===== src/rtl/ahb2apb_bridge.sv =====
// AHB-Lite slave to APB master bridge: one APB SETUP+ACCESS per accepted single-word transfer.
// Optional: define AHB2APB_PSLVERR_EN to add PSLVERR and map APB slave errors to an AHB ERROR response.
module ahb2apb_bridge #(
    parameter int ADDR_WIDTH  = 16,
    parameter int DATA_WIDTH  = 32,
    parameter int HADDR_WIDTH = 32
) (
    input  logic                   PCLK,
    input  logic                   PRESETn,
    input  logic                   HSEL,
    input  logic [HADDR_WIDTH-1:0] HADDR,
    input  logic [1:0]             HTRANS,
    input  logic                   HWRITE,
    input  logic [2:0]             HSIZE,
    input  logic [DATA_WIDTH-1:0]  HWDATA,
    input  logic                   HREADY,
    output logic                   HREADYOUT,
    output logic                   HRESP,
    output logic [DATA_WIDTH-1:0]  HRDATA,
    output logic                   PSEL,
    output logic                   PENABLE,
    output logic [ADDR_WIDTH-1:0]  PADDR,
    output logic                   PWRITE,
    output logic [DATA_WIDTH-1:0]  PWDATA,
    input  logic [DATA_WIDTH-1:0]  PRDATA,
    input  logic                   PREADY
`ifdef AHB2APB_PSLVERR_EN
    ,
    input  logic                   PSLVERR
`endif
);

    typedef enum logic [2:0] {
        ST_IDLE,
        ST_WDATA,
        ST_SETUP,
        ST_ACCESS,
        ST_ERR1,
        ST_ERR2
    } state_e;

    state_e                  state_q, state_d;
    logic                    hreadyout_q, hreadyout_d;
    logic                    hresp_q, hresp_d;
    logic [DATA_WIDTH-1:0]   hrdata_q, hrdata_d;
    logic                    psel_q, psel_d;
    logic                    penable_q, penable_d;
    logic [ADDR_WIDTH-1:0]   paddr_q, paddr_d;
    logic                    pwrite_q, pwrite_d;
    logic [DATA_WIDTH-1:0]   pwdata_q, pwdata_d;

    logic accept;
    logic bad_xfer;
    logic apb_slverr;

    assign accept   = HSEL & HREADY & HTRANS[1];
    assign bad_xfer = (HSIZE != 3'b010) || (HADDR[1:0] != 2'b00);

`ifdef AHB2APB_PSLVERR_EN
    assign apb_slverr = PSLVERR;
`else
    assign apb_slverr = 1'b0;
`endif

    // Upper byte-address bits and the SEQ/NONSEQ distinction carry no meaning for this slave.
    generate
        if (HADDR_WIDTH > ADDR_WIDTH + 2) begin : g_unused_hi
            logic unused_bits;
            assign unused_bits = ^{HADDR[HADDR_WIDTH-1:ADDR_WIDTH+2], HTRANS[0]};
        end else begin : g_unused_lo
            logic unused_bits;
            assign unused_bits = HTRANS[0];
        end
    endgenerate

    always_comb begin
        // NOTE: every variable gets its hold value first so no path through the case infers a latch.
        state_d  = state_q;
        hrdata_d = hrdata_q;
        paddr_d  = paddr_q;
        pwrite_d = pwrite_q;
        pwdata_d = pwdata_q;

        case (state_q)
            ST_IDLE: begin
                if (accept) begin
                    if (bad_xfer) begin
                        state_d = ST_ERR1;
                    end else begin
                        paddr_d  = HADDR[ADDR_WIDTH+1:2];
                        pwrite_d = HWRITE;
                        state_d  = HWRITE ? ST_WDATA : ST_SETUP;
                    end
                end
            end
            ST_WDATA: begin
                pwdata_d = HWDATA;
                state_d  = ST_SETUP;
            end
            ST_SETUP: state_d = ST_ACCESS;
            ST_ACCESS: begin
                if (PREADY) begin
                    if (apb_slverr) begin
                        state_d = ST_ERR1;
                    end else begin
                        if (!pwrite_q) begin
                            hrdata_d = PRDATA;
                        end
                        state_d = ST_IDLE;
                    end
                end
            end
            ST_ERR1: state_d = ST_ERR2;
            // A transfer offered during ERR2 is deliberately dropped; the master re-issues it.
            ST_ERR2: state_d = ST_IDLE;
            default: state_d = ST_IDLE;
        endcase

        // Bus outputs are decoded from the next state so they leave a flop cleanly.
        hreadyout_d = (state_d == ST_IDLE) || (state_d == ST_ERR2);
        hresp_d     = (state_d == ST_ERR1) || (state_d == ST_ERR2);
        psel_d      = (state_d == ST_SETUP) || (state_d == ST_ACCESS);
        penable_d   = (state_d == ST_ACCESS);
    end

    // NOTE: sequential state uses non-blocking assignments so all flops update together at the edge.
    always_ff @(posedge PCLK or negedge PRESETn) begin
        if (!PRESETn) begin
            state_q     <= ST_IDLE;
            hreadyout_q <= 1'b1;
            hresp_q     <= 1'b0;
            hrdata_q    <= '0;
            psel_q      <= 1'b0;
            penable_q   <= 1'b0;
            paddr_q     <= '0;
            pwrite_q    <= 1'b0;
            pwdata_q    <= '0;
        end else begin
            state_q     <= state_d;
            hreadyout_q <= hreadyout_d;
            hresp_q     <= hresp_d;
            hrdata_q    <= hrdata_d;
            psel_q      <= psel_d;
            penable_q   <= penable_d;
            paddr_q     <= paddr_d;
            pwrite_q    <= pwrite_d;
            pwdata_q    <= pwdata_d;
        end
    end

    assign HREADYOUT = hreadyout_q;
    assign HRESP     = hresp_q;
    assign HRDATA    = hrdata_q;
    assign PSEL      = psel_q;
    assign PENABLE   = penable_q;
    assign PADDR     = paddr_q;
    assign PWRITE    = pwrite_q;
    assign PWDATA    = pwdata_q;

endmodule


===== config.mk =====
export PLATFORM = sky130hd
export DESIGN_NAME = ahb2apb_bridge
export DESIGN_NICKNAME = d
export VERILOG_FILES = /design/src/rtl/ahb2apb_bridge.sv
export SDC_FILE = /design/constraint.sdc
export NUM_CORES = 1
export LEC_CHECK = 0
export CELL_PAD_IN_SITES_DETAIL_PLACEMENT = 2
export CELL_PAD_IN_SITES_GLOBAL_PLACEMENT = 2
export CORE_MARGIN = 3
export CORE_UTILIZATION = 21
export DETAILED_ROUTE_END_ITERATION = 7
export GPL_ROUTABILITY_DRIVEN = 0
export PLACE_DENSITY = 0.78
export SYNTH_ARGS = -nofsm -noshare
export SYNTH_HDL_FRONTEND = slang
export SYNTH_SLANG_ARGS = --single-unit

===== constraint.sdc =====
create_clock -name PCLK -period 1.6 [get_ports PCLK]
set_clock_uncertainty 0.1 [all_clocks]
set_input_delay 0.24 -clock PCLK [delete_from_list [all_inputs] [get_ports PCLK]]
set_output_delay 0.24 -clock PCLK [all_outputs]
set_load 0.02 [all_outputs]

==> results.yml <==
die:
  die-height_microns: 132
  coreArea_sq_mm: 0.0153
  boundaryPins: 192
  die_w_microns: 132
  rows: 45
  start_util: 0.217
  die_area_sq_mm: 0.0173
sta:
  hold_violations: 0
  setup_ws_ns: -0.210
  relSlewSlack: 0.744
  worstMarginPinSlew_ns: 0.384
  slew_viol_final: 0
  finalSetupTns_ns: -8.76
  grt_setup_unrepaired: "yes"
  fmax_mhz: 553
  setup_viol: 83
  min_period_ns: 1.81
  post-route-period-util: 1.13
drt:
  wl_per_cell_microns: 18.3
  dr.pass1.iters: 3
  routed_wl_microns: 11400
  vias: 2510
  drt_drc_violations_left: 0
  avgViaCountPerCell: 4.04
  drtAntennaViolNets: 0
  drt_iter0_markers: 44
grt:
  grt-ovfl-total: 0
  grt_pass1_vias: 2946
  track_usage: 0.132
  grt_pass1_wl_microns: 17600
  antenna_found_initial: 0
  grt_max_degree: 48
place:
  port_buffers: 176
  hpwl_microns: 7820
  dpl_cell_area_sq_mm: 0.00544
  pre_cts_slack_ns: -0.736
cts:
  clk_path_buf_depth: 2
  clkLatencyLatePin_ns: 0.34
  ctsRootBufferMaster: "clkbuf_16"
  clkTransAtPathRegs_ns: 0.06
  cts_sinks: 88
  tritoncts: "built"
  cts_htree_levels: 3
  cts_made_buffers: 9
yosys:
  synth_cells: 197
  syn-num-nets: 304
  yosysUniqueCellTypes: 21
  avgSynthCellArea_sq_um: 16.8
  syn_area_sq_mm: 0.00332
  yosysTopAreaCell: "dfrtp_1"
  synth_area_leaders: "dfrtp_1 (66%), mux2_2 (27%), buf_2 (0.91%)"
  synth_top_cell_area_share: 0.656
  yosysWarnings: 0
  synth_seq_cells: 88
  ys_seq_area_frac: 0.664
run_status:
  violations: "setup timing"
  status: "finished, violations left"
setup_path:
  worstPathMaxFanout: 4
  startpoint: "state_q[0]"
  start_kind: "flop"
  end_kind: "flop"
  path_cells: "or3_4, nor4_4, buf_4, mux2_4"
  cp.required_ns: 1.72
  rr_worst_depth: 4
  rr_startpoint: "state_q[0]"
  cp_slowest_cell: "or3_4"
  worstPathArrival_ns: 1.93
  crit_type: "flop to flop"
  critical-path-max-stage-delay_ns: 0.41
power_and_ir_drop:
  ir_worst_vdd_mv: 0.582
  p_clk_frac: 0.196
  p_sw_mw: 3.85
  p_sw_frac: 0.346
  internal_power_mw: 7.28
  total_leakage_power_nw: 2.81
  seqPwrFrac: 0.327
  powerDensity_mw_per_mm2: 1820
  p_comb_frac: 0.477
final_layout:
  drive_gt1_frac: 0.324
  fin_area_sq_mm: 0.00611
  mostFrequentLayoutCell: "dfrtp_1"
  n_antenna_cell: 0
  nets: 513
  n_fill_cell: 1535
  area_growth_syn_to_layout_pct: 84.1
  final_cell_mix: "dfrtp_1 (87), clkdlybuf4s50_1 (86), dlygate4sd2_1 (85), mux2_2 (57), mux2_4 (24)"
job:
  cap_viol_max_count: 0
min_path:
  min_path_type: "input port to async pin"
==> power groups by stage <==
stage	Sequential (mW)	Clock, mW	Combinational [mW]
6_report	3.64	2.18	5.31
5_1_grt	3.77	2.38	5.61
4_1_cts	3.67	2.26	5.22
3_5_place_dp	3.74	0	5.18
3_3_place_gp	3.65	0	5.04
2_1_floorplan	4.79	0	1.38
==> critical path: cells and delay by family (launching register included) <==
kind | cells | cell delay, ns
buffers and inverters | 1 | 0.23
multiplexers | 1 | 0.31
flip-flops | 1 | 0.38
AND/OR/NAND/NOR | 2 | 0.68
==> per-stage QoR <==
step,hold WS [ns],power [mW],util,instances
after floorplan,-0.156,6.17,-,197
final,0.176,11.1,0.399,621
after detailed placement,-0.0337,8.92,0.355,587
after global placement,-0.0369,8.68,0.355,587
after global routing,0.190,11.8,0.399,621
after CTS,0.132,11.2,0.393,617
==> cells by family (layout without fill, tap and decap cells) <==
| family | count (synthesis) | count (layout) | share of synthesized area |
|---|---|---|---|
| AND/OR/NAND/NOR | 11 | 11 | 0.0260 |
| buffers and inverters | 10 | 223 | 0.0181 |
| AO/OA/AOI/OAI | 7 | 7 | 0.0166 |
| flip-flops | 88 | 88 | 0.664 |
| multiplexers | 81 | 81 | 0.275 |
==> path summary, 6_finish.rpt <==
kind | endpoint | slack, ns
max | PADDR[1] | -0.21
min | HRDATA[30] | 0.18
max reg2reg | PADDR[1] | -0.21
min reg2reg | PWDATA[27] | 0.40
max in group asynchronous | HREADYOUT | 0.70
min in group PCLK | state_q[2] | 0.37
==> synth_stat cells, drive strengths merged <==
library cell   n
nand2b         1
nor2           2
dfstp          1
or4b           1
a211o          2
nor3b          1
a21boi         2
buf            8
a21oi          1
inv            2
a221o          1
o21bai         1
dfrtp         87
nor4           1
nand2          1
nand3          1
or3            1
nor3           2
mux2          81
==> state kept, by name, summed over array words and instances (netlist names) <==
register   count
HRDATA        32
state_q        3
HREADYOUT      1
HRESP          1
PWRITE         1
PADDR         16
PSEL           1
PENABLE        1
PWDATA        32
==> layer usage <==
layer  GRT usage  vias to the layer above  share of wire
met1       0.155                     1276           0.42
met2       0.225                      102           0.51
met4      0.0484                        0          0.018
li1            -                     1120              -
met5           0                        -              0
met3      0.0440                       12          0.061
==> final cells by class <==
class,count,area [sq um],share of cell area
inverter,2,7.51,0.00123
sequential,88,2200,0.361
multi-input combinational,99,1170,0.192
clock inverter,3,40.0,0.00656
timing repair buffer,206,2150,0.352
clock buffer,12,267,0.0436
tap,211,264,0.0432
==> repair_timing <==
item                                    4_1_cts  5_1_grt
hold buffers                                  1        0
hold endpoints to repair                     87        0
resized for setup                           123        7
gates cloned                                  7        2
pin swaps                                     6        3
buffers inserted                              9        2
endpoints found under the setup margin      155       84
No activity file was read; power rests on OpenSTA's default activity.
